### src/rtl/memory_port_arbiter.sv
// Round-robin arbiter sharing memory port A between two valid/ready requesters; one request in flight.
// Accept to response is 2+MEM_LAT cycles; ready is held low outside IDLE, so at most one accept per 3+MEM_LAT cycles.
module memory_port_arbiter #(
  parameter int ADDR_W  = 16,
  parameter int DATA_W  = 16,
  parameter int MEM_LAT = 1
) (
  input  logic              clk,
  input  logic              rst_n,
  input  logic              req0_valid,
  input  logic              req0_we,
  input  logic [ADDR_W-1:0] req0_addr,
  input  logic [DATA_W-1:0] req0_wdata,
  output logic              req0_ready,
  input  logic              req1_valid,
  input  logic              req1_we,
  input  logic [ADDR_W-1:0] req1_addr,
  input  logic [DATA_W-1:0] req1_wdata,
  output logic              req1_ready,
  output logic              rsp0_valid,
  output logic [DATA_W-1:0] rsp0_rdata,
  output logic              rsp1_valid,
  output logic [DATA_W-1:0] rsp1_rdata,
  output logic [ADDR_W-1:0] mem_addr,
  output logic [DATA_W-1:0] mem_wdata,
  output logic              mem_we,
  input  logic [DATA_W-1:0] mem_rdata,
  output logic              busy,
  output logic              grant_id
);

  typedef enum logic [1:0] {S_IDLE, S_ACCESS, S_WAIT, S_RESP} state_t;

  localparam logic [1:0] LAT_M1 = 2'(MEM_LAT - 1);

  state_t            state_q;
  logic              last_grant_q;
  logic              grant_q;
  logic              cmd_we_q;
  logic [1:0]        cnt_q;
  logic [ADDR_W-1:0] mem_addr_q;
  logic [DATA_W-1:0] mem_wdata_q;
  logic              mem_we_q;
  logic              rsp0_valid_q;
  logic              rsp1_valid_q;
  logic [DATA_W-1:0] rsp0_rdata_q;
  logic [DATA_W-1:0] rsp1_rdata_q;

  logic win;
  logic accept;

  // On a tie the requester that was not served last wins.
  always_comb begin
    win = 1'b0;
    if (req0_valid && req1_valid) begin
      win = ~last_grant_q;
    end else if (req1_valid) begin
      win = 1'b1;
    end
  end

  assign accept     = (state_q == S_IDLE) && (req0_valid || req1_valid);
  assign req0_ready = (state_q == S_IDLE) && req0_valid && !win;
  assign req1_ready = (state_q == S_IDLE) && req1_valid && win;

  always_ff @(posedge clk or negedge rst_n) begin
    if (!rst_n) begin
      state_q      <= S_IDLE;
      last_grant_q <= 1'b1;
      grant_q      <= 1'b0;
      cmd_we_q     <= 1'b0;
      cnt_q        <= 2'd0;
      mem_addr_q   <= '0;
      mem_wdata_q  <= '0;
      mem_we_q     <= 1'b0;
      rsp0_valid_q <= 1'b0;
      rsp1_valid_q <= 1'b0;
      rsp0_rdata_q <= '0;
      rsp1_rdata_q <= '0;
    end else begin
      rsp0_valid_q <= 1'b0;
      rsp1_valid_q <= 1'b0;
      case (state_q)
        S_IDLE: begin
          if (accept) begin
            mem_addr_q   <= win ? req1_addr  : req0_addr;
            mem_wdata_q  <= win ? req1_wdata : req0_wdata;
            mem_we_q     <= win ? req1_we    : req0_we;
            cmd_we_q     <= win ? req1_we    : req0_we;
            grant_q      <= win;
            last_grant_q <= win;
            state_q      <= S_ACCESS;
          end
        end
        S_ACCESS: begin
          mem_we_q <= 1'b0;
          cnt_q    <= LAT_M1;
          state_q  <= S_WAIT;
        end
        S_WAIT: begin
          if (cnt_q == 2'd0) begin
            state_q <= S_RESP;
            if (grant_q) begin
              rsp1_valid_q <= 1'b1;
              rsp1_rdata_q <= cmd_we_q ? '0 : mem_rdata;
            end else begin
              rsp0_valid_q <= 1'b1;
              rsp0_rdata_q <= cmd_we_q ? '0 : mem_rdata;
            end
          end else begin
            cnt_q <= cnt_q - 2'd1;
          end
        end
        S_RESP: begin
          state_q <= S_IDLE;
        end
        default: begin
          state_q <= S_IDLE;
        end
      endcase
    end
  end

  assign mem_addr   = mem_addr_q;
  assign mem_wdata  = mem_wdata_q;
  assign mem_we     = mem_we_q;
  assign rsp0_valid = rsp0_valid_q;
  assign rsp1_valid = rsp1_valid_q;
  assign rsp0_rdata = rsp0_rdata_q;
  assign rsp1_rdata = rsp1_rdata_q;
  assign busy       = (state_q != S_IDLE);
  assign grant_id   = grant_q;

endmodule

### config.mk
export PLATFORM = sky130hd
export DESIGN_NAME = memory_port_arbiter
export DESIGN_NICKNAME = d
export VERILOG_FILES = /design/src/rtl/memory_port_arbiter.sv
export SDC_FILE = /design/constraint.sdc
export NUM_CORES = 1
export LEC_CHECK = 0
export CORE_ASPECT_RATIO = 0.8
export CORE_MARGIN = 2
export CORE_UTILIZATION = 31
export DETAILED_ROUTE_END_ITERATION = 12
export PLACE_DENSITY = 0.76
export SLEW_MARGIN = 20
export SYNTH_ARGS = -nofsm -noshare
export SYNTH_HDL_FRONTEND = slang
export SYNTH_SLANG_ARGS = --single-unit
### constraint.sdc
create_clock -name clk -period 2.3 [get_ports clk]
set_input_delay 0.345 -clock clk [delete_from_list [all_inputs] [get_ports clk]]
set_output_delay 0.345 -clock clk [all_outputs]
set_load 0.02 [all_outputs]
# [Word level (Yosys, flattened, before mapping)]
# Index checks and enable logic that the tools add are counted.
[word_totals] reg_bits=74 in_bits=86
[op_classes] n_reduce_logical=19 bitwise_logic=2 add_sub_neg=1 n_eq_ne=6 n_mux=19
[op_table] op="$mux 16" n=3
[op_table] op="$mux 1" n=10
[op_table] op="$pmux 2 s4" n=1
[op_table] op="$reduce_and 2->1" n=4
[op_table] op="$logic_and 1x1->1" n=6
[op_table] op="$mux 2" n=3
[op_table] op="$ne 2x2->1 const B" n=3
[op_table] op="$reduce_and 3->1" n=2
[op_table] op="$reduce_bool 2->1" n=3
[op_table] op="$eq 2x2->1 const B" n=2
[op_table] op="$logic_not 2->1" n=2
[op_table] op="$pmux 2 s2" n=1
[op_table] op="$eq 2x1->1 const B" n=1
[op_table] op="$not 1->1" n=2
[op_table] op="$pmux 1 s2" n=1
[op_table] op="$sub 2x1->2 const B" n=1
[op_table] op="$logic_not 1->1" n=1
[op_table] op="$logic_or 1x1->1" n=1

# [Logic depth before layout (Yosys ltp)]
# Gate-level depths: netlist of the first run.
[logic_depth] ltp_word=5 mapped_depth=7 ltp_nobuf=5

# [Least setup slack after synthesis of the first run]
# No wires, ideal clock.
[synth_timing] path_kind="register to output" start="register state_q[0]" end="output req1_ready" stages_incl_launch_ff=5 path_buffers=0 path_slack_ns=0.683 arrival_time_ns=1.272 cell_sequence="dfrtp_1 inv_1 ha_1 inv_1 nor2_1"
[synth_between] elab_chain_len=3
[synth_rtl] element="from (decl)" line="36" rtl="state_t state_q;"
[synth_rtl] element="from (signal assigned)" line="68" rtl="state_q <= S_IDLE;"
[synth_rtl] element="from (signal assigned)" line="92" rtl="state_q <= S_ACCESS;"
[synth_rtl] element="from (signal assigned)" line="98" rtl="state_q <= S_WAIT;"
[synth_rtl] element="$logic_not 2->1" line="64" rtl="assign req1_ready = (state_q == S_IDLE) && req1_valid && win;"
[synth_rtl] element="$logic_and 1x1->1 (2 in a row)" line="64"
[synth_rtl] element="to (decl)" line="19" rtl="output logic req1_ready,"
# Every way passes these cells.

# [Worst setup path in the final report of the first run]
[layout_timing] start="register state_q[1]" end="output req0_ready"
[layout_between] elab_chain_len=3
[layout_rtl] element="$logic_not 2->1" line="63" rtl="assign req0_ready = (state_q == S_IDLE) && req0_valid && !win;"
[layout_rtl] element="$logic_and 1x1->1 (2 in a row)" line="63"
[layout_rtl] element="to (decl)" line="14" rtl="output logic req0_ready,"
# Every way passes these cells.

==> impl_metrics.csv, run 1 <==
group,metric,value,unit
synthesis,ys_warn_count,0,
layout,area_growth,62.4,%
worst_setup_path,crit_buf_inv,2,
layout,layout.nets,591,
placement,post-dp-hpwl,6620,µm
synthesis,synth-seq-cells,74,
cts,cts_setup_buffers,0,
route,wl_met2,4350,µm
power,p_switching,0.00276,W
worst_setup_path,worstPathArrival,1.87,ns
synthesis,netlist_instances,346,
placement,dp.cells,629,
worst_setup_path,cp-end-kind,"primary output",
route,antenna_left,0,
placement,gp_congestion,0.748,
global_route,antenna_found_initial,0,
global_route,grt_remaining_overflow,0,
global_route,grt_pass1_wl,15200,µm
worst_setup_path,crit_slowest_cell,"clkdlybuf4s50_1",
route,dr.pass1.iters,6,
power,pwr-share-comb,47.3,%
floorplanning,rows,33,
layout,final_cell_count_no_fill,644,
global_route,grt_start_max_net_pins,75,
route,wl_met1,3990,µm
synthesis,synthDominantCellAreaShare,56.4,%
power,seqPwrFrac,31.0,%
sta,period_share,96.3,%
placement,io_buffers,156,
layout,fillerInstances,927,
route,viasPerCell,4.71,
sta,max_freq,451,MHz
layout,antenna_cells,0,
cts,clockBufferDepth,2,
floorplanning,die_h,95.5,µm
synthesis,syn_nets,437,
power,power.share.clock,21.7,%
layout,final_common_cell,"clkdlybuf4s50_1",
global_route,grt_usage,17.1,%
power,internal_power,0.00456,W
layout,drive_gt1_share,6.35,%
cts,cts_inserted_buffers,9,
synthesis,synth_top_area_cell,"dfrtp_1",
floorplanning,coreArea,10200,µm²
cts,clk_latency,0.33,ns
worst_setup_path,criticalPathCategory,"reg2out",
cts,clkTransAtPathRegs,0.06,ns
cts,cts_hold_buffers,0,
sta,finalMaxSlewViolations,0,
route,wl_per_cell,14.6,µm
route,met3_length,926,µm
route,top_layer,"met4",
power,p_leak,2.27,nW
power,irDropWorstVdd,0.000659,V
synthesis,syn_area_per_cell,9.37,µm²
worst_setup_path,cp.depth,4,
global_route,grt_pass1_vias,3101,
run,max_cap_violations,0,
route,vias,3033,
worst_setup_path,cp_cell_sequence,"inv_1 -> ha_2 -> and3_1 -> clkdlybuf4s50_1",
layout,layout_common_cells,"clkdlybuf4s50_1 (154), dfrtp_1 (73), a21oi_1 (66)",
power,swShare,37.7,%
floorplanning,io_pins,157,
worst_setup_path,cp-start-kind,"flip-flop",
synthesis,yosysUniqueCellTypes,32,
sta,fin_crit,2.22,ns
synthesis,mappedNetlistArea,3240,µm²
run_status,run_status,"complete, no violations",
worst_setup_path,crit_fanout,8,
sta,rsz0062_at_grt,"false",
sta,tightest_slew,0.953,ns
sta,finalSetupTns,0,ns
synthesis,ys_seq_area_share,57.2,%
cts,cts_tree,"yes",
power,p_per_area,1390,nW/µm²
worst_setup_path,max_stage_delay,0.59,ns
worst_setup_path,required,1.96,ns
worst_setup_path,cp_top_family,"buffers and inverters",
worst_setup_path,rr_worst_depth,5,
cts,cts.repair.resized,2,
cts,root_buffer,"clkbuf_16",
floorplanning,die_area,11300,µm²
synthesis,synth.area.top_cells,"dfrtp_1 (56%), a21oi_1 (10%), nand2_1 (7.5%)",
cts,clock_sinks,74,
sta,relSlewSlack,36.4,%
sta,finalHoldViolations,0,
sta,setup_viol,0,
route,drc,0,
route,detail_route.iter0.violations,171,
route,totalWireLength,9410,µm
worst_hold_path,hold_class,"in2async",
floorplanning,start_util,31.8,%
cts,htreeDepth,3,
sta,worst_clock_skew,0.00513,ns
floorplanning,dieWidth,118,µm
[registers in the layout (all words and copies together) (netlist names), 2 cells and up]
signal      cells
state_q         2
cnt_q           2
rsp1_rdata     16
mem_wdata      16
rsp0_rdata     16
mem_addr       16
[area by class of cell]
type	instances	area (µm²)	area share (%)
multi-input cells	243	1230	23.3
well taps	140	175	3.33
flip-flops and latches	74	1850	35.2
repair buffers	165	1640	31.1
clock inverters	6	116	2.21
clock buffers	9	225	4.28
inverters	7	26.3	0.499
[path summary, 6_finish.rpt]
check | from | end | slack, ns
hold reg to reg | rsp1_rdata[7] | rsp1_rdata[7] | 0.48
setup reg to reg | state_q[0] | state_q[1] | 0.66
max in group asynchronous | rst_n | mem_wdata[7] | 1.51
setup / recovery | state_q[1] | req0_ready | 0.08
hold / removal | rst_n | rsp0_rdata[11] | 0.16
min in group clk | rsp1_rdata[7] | rsp1_rdata[7] | 0.48
[synth_stat cells]
master,instances
dfrtp_1,73
a21oi_1,66
nand2_1,65
nor2_1,36
o21ai_0,31
nand2b_1,18
buf_2,7
clkbuf_1,7
inv_1,7
ha_1,5
buf_4,4
buf_6,4
a31oi_1,3
mux2i_1,2
a21bo_2,1
a21boi_0,1
a21boi_4,1
a21o_1,1
a22o_1,1
and3_1,1
dfstp_2,1
mux2_2,1
nand2_2,1
nand3_1,1
nand3b_1,1
nand4bb_1,1
nor3_1,1
o21a_1,1
o21ai_1,1
o21ai_2,1
o311a_1,1
o32a_1,1
[layer usage]
layer  vias to the layer above  global-route usage (%)
li1                       1461                       -
met1                      1417                    19.8
met2                       143                    28.0
met3                        12                    8.07
met4                         0                    6.33
met5                         -                       0
[power by group through the flow]
stage                     registers [W]  logic, W  clock network [W]
after CTS                       0.00227   0.00351            0.00164
after floorplan                 0.00288   0.00122                  0
final                           0.00227   0.00347            0.00159
after detailed placement        0.00229   0.00350                  0
after global placement          0.00226   0.00342                  0
after global routing            0.00235   0.00379            0.00170
[logic make-up after synthesis]
logic type	after synthesis	share of synthesized area [%]
multiplexers	3	0.965
AO/OA/AOI/OAI	110	18.5
buffers and inverters	29	5.02
AND/OR/NAND/NOR	125	16.4
flip-flops	74	57.2
adder cells (fa/ha/maj)	5	1.93
[metrics by stage]
step | util [%] | total power, W | setup slack (ns) | cell area [µm²] | hold slack (ns)
after floorplan | - | 0.00410 | 0.683 | 3240 | 0.0494
after global placement | 48.2 | 0.00568 | 0.167 | 4920 | 0.460
after detailed placement | 48.2 | 0.00579 | 0.132 | 4920 | 0.471
after CTS | 51.6 | 0.00743 | 0.0717 | 5260 | 0.197
after global routing | 51.6 | 0.00783 | 0.0172 | 5260 | 0.247
final | 51.6 | 0.00733 | 0.0842 | 5260 | 0.157
No activity file was read; power rests on OpenSTA's default activity.
==> run 2: changes to the inputs <==
CORE_ASPECT_RATIO = 1.1   (was 0.8)
PLACE_DENSITY = 0.78   (was 0.76)
SKIP_LAST_GASP = 1   (was unset)
clock period = 1.9 ns   (was 2.3 ns; I/O delays follow)
==> run 2 against run 1 <==
Worst hold slack better by 0.30 ns; combinational power increased by 23%; via count grew 0.82%; clock skew rose by 0.0012 ns; critical path type unchanged.
==> impl_metrics.csv, run 2 (synthesis gave the netlist of run 1 again) <==
group,metric,value,unit
power,p_leak,2.28,nW
worst_hold_path,hold_class,"in2async",
cts,root_buffer,"clkbuf_16",
sta,finalSetupTns,0,ns
route,dr.pass1.iters,4,
cts,cts_setup_buffers,0,
global_route,grt_start_max_net_pins,41,
placement,post-dp-hpwl,6460,µm
route,wl_met2,4410,µm
route,antenna_left,0,
route,wl_met1,3770,µm
layout,design_area,5310,µm²
global_route,grt_usage,16.6,%
cts,cts_tree,"yes",
global_route,grt_remaining_overflow,0,
route,met3_length,645,µm
floorplanning,rows,39,
route,drc,0,
global_route,grt_pass1_vias,3143,
worst_setup_path,worstPathArrival,1.53,ns
placement,dpl_cell_area,5000,µm²
sta,period_share,95.6,%
route,detail_route.iter0.violations,103,
layout,antenna_cells,0,
run_status,run_status,"complete, no violations",
layout,area_growth,63.9,%
sta,relSlewSlack,65.1,%
cts,cts_inserted_buffers,9,
layout,layout_common_cells,"clkdlybuf4s50_1 (152), dfrtp_1 (73), a21oi_1 (66)",
worst_setup_path,rr_worst_depth,5,
worst_setup_path,r2r-end,"state_q[1]",
cts,clkTransAtPathRegs,0.06,ns
route,totalWireLength,9000,µm
placement,io_buffers,156,
worst_setup_path,rrSetupSlack,0.25,ns
floorplanning,start_util,31.5,%
sta,tightest_slew,0.524,ns
sta,holdWs,0.460,ns
route,vias,3058,
layout,final_common_cell,"clkdlybuf4s50_1",
worst_setup_path,required,1.62,ns
global_route,antenna_found_initial,0,
sta,fin_crit,1.82,ns
floorplanning,die_h,111,µm
power,p_per_area,1640,nW/µm²
sta,finalHoldViolations,0,
layout,final_cell_count_no_fill,654,
worst_setup_path,crit_fanout,4,
floorplanning,dieWidth,101,µm
worst_setup_path,cp-end-kind,"primary output",
cts,clockBufferDepth,2,
placement,gp_congestion,0.792,
worst_setup_path,reg2reg_from,"state_q[0]",
global_route,grt_pass1_wl,14800,µm
floorplanning,io_pins,157,
route,wl_per_cell,13.8,µm
run,max_cap_violations,0,
layout,fillerInstances,947,
placement,dp.cells,637,
power,irDropWorstVdd,0.000668,V
power,finalPower,0.00871,W
sta,finalMaxSlewViolations,0,
route,top_layer,"met4",
floorplanning,die_area,11300,µm²
cts,htreeDepth,3,
route,viasPerCell,4.68,
sta,worst_clock_skew,0.00633,ns
worst_setup_path,cp-start-kind,"flip-flop",
layout,layout.nets,597,
cts,clock_sinks,74,
floorplanning,coreArea,10300,µm²
sta,max_freq,550,MHz
worst_setup_path,criticalPathCategory,"reg2out",
layout,drive_gt1_share,7.63,%
sta,setup_viol,0,
cts,clk_latency,0.33,ns
## run 2: cell types whose count changed in the layout (fill, tap and decap cells not counted)
cell             change
buf_12               +3
clkinv_4             -3
buf_4                +2
bufinv_16            -2
clkbuf_8             +2
clkdlybuf4s50_1      -2
clkinvlp_4           +2
clkbuf_1             +1
clkbuf_2             +1
clkdlybuf4s15_1      +1
clkinv_2             +1
dlygate4sd3_1        +1
inv_1                -1
inv_2                +1
## run 2: what timing repair did
action                                  4_1_cts  5_1_grt
pin swaps                                     0        0
resized for setup                             3        5
endpoints found under the setup margin        3        3
endpoints found under the hold margin        33        0
hold buffers                                  1        0
## run 2: area by class of cell
type                       count  area [µm²]  area share, %
sequential                    74        1850           34.9
timing repair buffer         171        1720           32.4
multi-input combinational    243        1230           23.1
clock buffer                  12         256           4.83
tap                          143         179           3.37
clock inverter                 4        50.0          0.943
inverter                       7        26.3          0.495
## run 2: report_power, final
part | internal (W) | switching (W) | leakage, nW
Sequential | 0.00230 | 0.000430 | 0.904
Clock | 0.00109 | 0.000636 | 0.145
Combinational | 0.00200 | 0.00226 | 1.24
Total | 0.00539 | 0.00333 | 2.28
## run 2: critical path: stages, from the launching register on
cell and delay, ns:
dfstp_2 0.58, a21bo_2 0.17, and3_1 0.16, clkdlybuf4s15_1 0.29
## run 2: per-layer routing
metal | GRT usage, % | up-vias
met2 | 27.2 | 125
met1 | 20.1 | 1444
met5 | 0 | -
met3 | 5.11 | 15
li1 | - | 1474
met4 | 7.12 | 0
## run 2: worst max path at each step
stage	start	endpoint	cells after the start
2_1_floorplan	state_q[0]	req1_ready	4
5_1_grt	state_q[0]	busy	5
6_report	last_grant_q	req0_ready	3
3_5_place_dp	req1_valid	req1_ready	4
3_3_place_gp	req1_valid	req1_ready	4
4_1_cts	last_grant_q	req0_ready	3
## run 2: stage by stage
| step | setup WS (ns) | util (%) |
|---|---|---|
| floorplan | 0.343 | - |
| global placement | -0.134 | 48.5 |
| detailed placement | -0.153 | 48.5 |
| CTS | 0.0315 | 51.6 |
| global route | -0.0101 | 51.6 |
| finish | 0.0829 | 51.6 |
==> run 3: changes to the inputs <==
GPL_ROUTABILITY_DRIVEN = 0   (was unset)
RECOVER_POWER = 50   (was unset)
==> run 3 against run 2 <==
Highest routed layer unchanged; final cell count is the same; worst setup slack is essentially flat; global-route usage is the same; core utilization shrank 0.11 points; sequential share of layout area grew 0.074 points; fmax is essentially flat; clock power is essentially flat; die area is the same; largest cell class unchanged.
==> impl_metrics.csv, run 3 (synthesis gave the netlist of run 1 again) <==
group,metric,value,unit
run_status,run_status,"complete, no violations",
cts,clock_sinks,74,
worst_setup_path,max_stage_delay,0.58,ns
worst_hold_path,hold_class,"reg2reg",
global_route,grt_start_max_net_pins,41,
cts,root_buffer,"clkbuf_16",
worst_setup_path,cp_cell_sequence,"a21bo_2 -> and3_1 -> clkdlybuf4s15_1",
global_route,grtUsageMet3,5.11,%
power,p_per_area,1640,nW/µm²
global_route,grt_usage,16.6,%
route,antenna_left,0,
layout,fillerInstances,947,
global_route,grt_pass1_vias,3143,
sta,finalHoldViolations,0,
cts,clkTransAtPathRegs,0.06,ns
worst_setup_path,criticalPathCategory,"reg2out",
cts,cts_inserted_buffers,9,
sta,worst_clock_skew,0.00643,ns
floorplanning,io_pins,157,
global_route,grt_remaining_overflow,0,
global_route,grt_pass1_wl,14800,µm
layout,area_growth,63.5,%
placement,pre_cts_ws,-0.153,ns
cts,clockBufferDepth,2,
worst_setup_path,crit_slowest_cell,"dfstp_2",
floorplanning,start_util,31.5,%
cts,cts_tree,"yes",
sta,period_share,95.6,%
worst_setup_path,cp-start-kind,"flip-flop",
route,totalWireLength,8990,µm
sta,holdWs,0.473,ns
global_route,antenna_found_initial,0,
floorplanning,die_h,111,µm
layout,layout_common_cells,"clkdlybuf4s50_1 (152), dfrtp_1 (73), a21oi_1 (66)",
global_route,top_usage_layer,"met2",
layout,drive_gt1_share,7.63,%
sta,max_freq,550,MHz
layout,final_common_cell,"clkdlybuf4s50_1",
cts,clk_latency,0.33,ns
floorplanning,rows,39,
layout,layout.nets,597,
cts,cts_setup_buffers,0,
sta,finalMaxSlewViolations,0,
sta,setup_ws,0.0829,ns
worst_setup_path,cp-end-kind,"primary output",
route,detail_route.iter0.violations,103,
global_route,use_met2,27.2,%
layout,antenna_cells,0,
route,viasPerCell,4.67,
power,p_leak,2.28,nW
cts,htreeDepth,3,
global_route,grtUsageMet1,20.1,%
layout,design_area,5300,µm²
route,dr.pass1.iters,4,
floorplanning,die_area,11300,µm²
sta,setup_viol,0,
placement,io_buffers,156,
run,max_cap_violations,0,
sta,tightest_slew,0.901,ns
worst_setup_path,required,1.62,ns
worst_setup_path,worstPathArrival,1.53,ns
route,vias,3054,
route,wl_per_cell,13.8,µm
route,drc,0,
power,irDropWorstVdd,0.000668,V
floorplanning,dieWidth,101,µm
floorplanning,coreArea,10300,µm²
sta,fin_crit,1.82,ns
sta,relSlewSlack,39.9,%
placement,dpl_cell_area,5000,µm²
worst_setup_path,crit_fanout,4,
placement,post-dp-hpwl,6460,µm
run 3: worst max-delay path: cells and delay by family (launching register included):
family / cells / cell delay, ns
buffers and inverters: 1 / 0.29
and+or+nand+nor: 1 / 0.16
DFF: 1 / 0.58
AOI/OAI and AO/OA: 1 / 0.17
run 3: path summary, 6_finish.rpt:
path | start | to | slack [ns] | cells past startpoint
setup / recovery | last_grant_q | req0_ready | 0.08 | 3
hold / removal | cnt_q[0] | cnt_q[0] | 0.47 | 1
setup reg to reg | state_q[0] | state_q[1] | 0.25 | 5
hold reg to reg | cnt_q[0] | cnt_q[0] | 0.47 | 1
max in group asynchronous | rst_n | mem_wdata[6] | 0.41 | 3
min in group asynchronous | rst_n | rsp1_rdata[15] | 0.62 | 2
run 3: through the flow:
step | TNS (ns) | std cells | utilization (%) | total power [W]
after CTS | 0 | 654 | 51.6 | 0.00884
after floorplan | 0 | 346 | - | 0.00497
after detailed placement | -0.278 | 637 | 48.5 | 0.00708
after global routing | -0.0101 | 654 | 51.5 | 0.00934
after global placement | -0.231 | 637 | 48.5 | 0.00694
final | 0 | 654 | 51.5 | 0.00871
run 3: repair_timing:
action	4_1_cts	5_1_grt
endpoints found under the setup margin	3	3
gates cloned	0	0
gates resized for setup	3	5
hold endpoints to repair	33	0
hold buffers	1	0
run 3: cell type report:
cell class	count	area [µm²]	area share [%]
Clock inverter	4	50.0	0.945
Timing Repair Buffer	171	1710	32.2
Inverter	7	26.3	0.496
Sequential cell	74	1850	35.0
Multi-Input combinational cell	243	1230	23.2
Tap cell	143	179	3.38
Clock buffer	12	256	4.84
run 3: where the power goes:
| group | leakage (nW) | total (W) | internal (W) | switching (W) |
|---|---|---|---|---|
| clock network | 0.145 | 0.00172 | 0.00109 | 0.000635 |
| logic | 1.23 | 0.00426 | 0.00200 | 0.00226 |
| registers | 0.904 | 0.00273 | 0.00230 | 0.000430 |
run 3: metal layers:
layer | vias up | share of wire, % | wire length, µm
li1 | 1474 | - | -
met1 | 1438 | 42 | 3760
met2 | 127 | 49 | 4410
met3 | 15 | 7.3 | 656
met4 | 0 | 1.9 | 167
met5 | - | 0 | 0
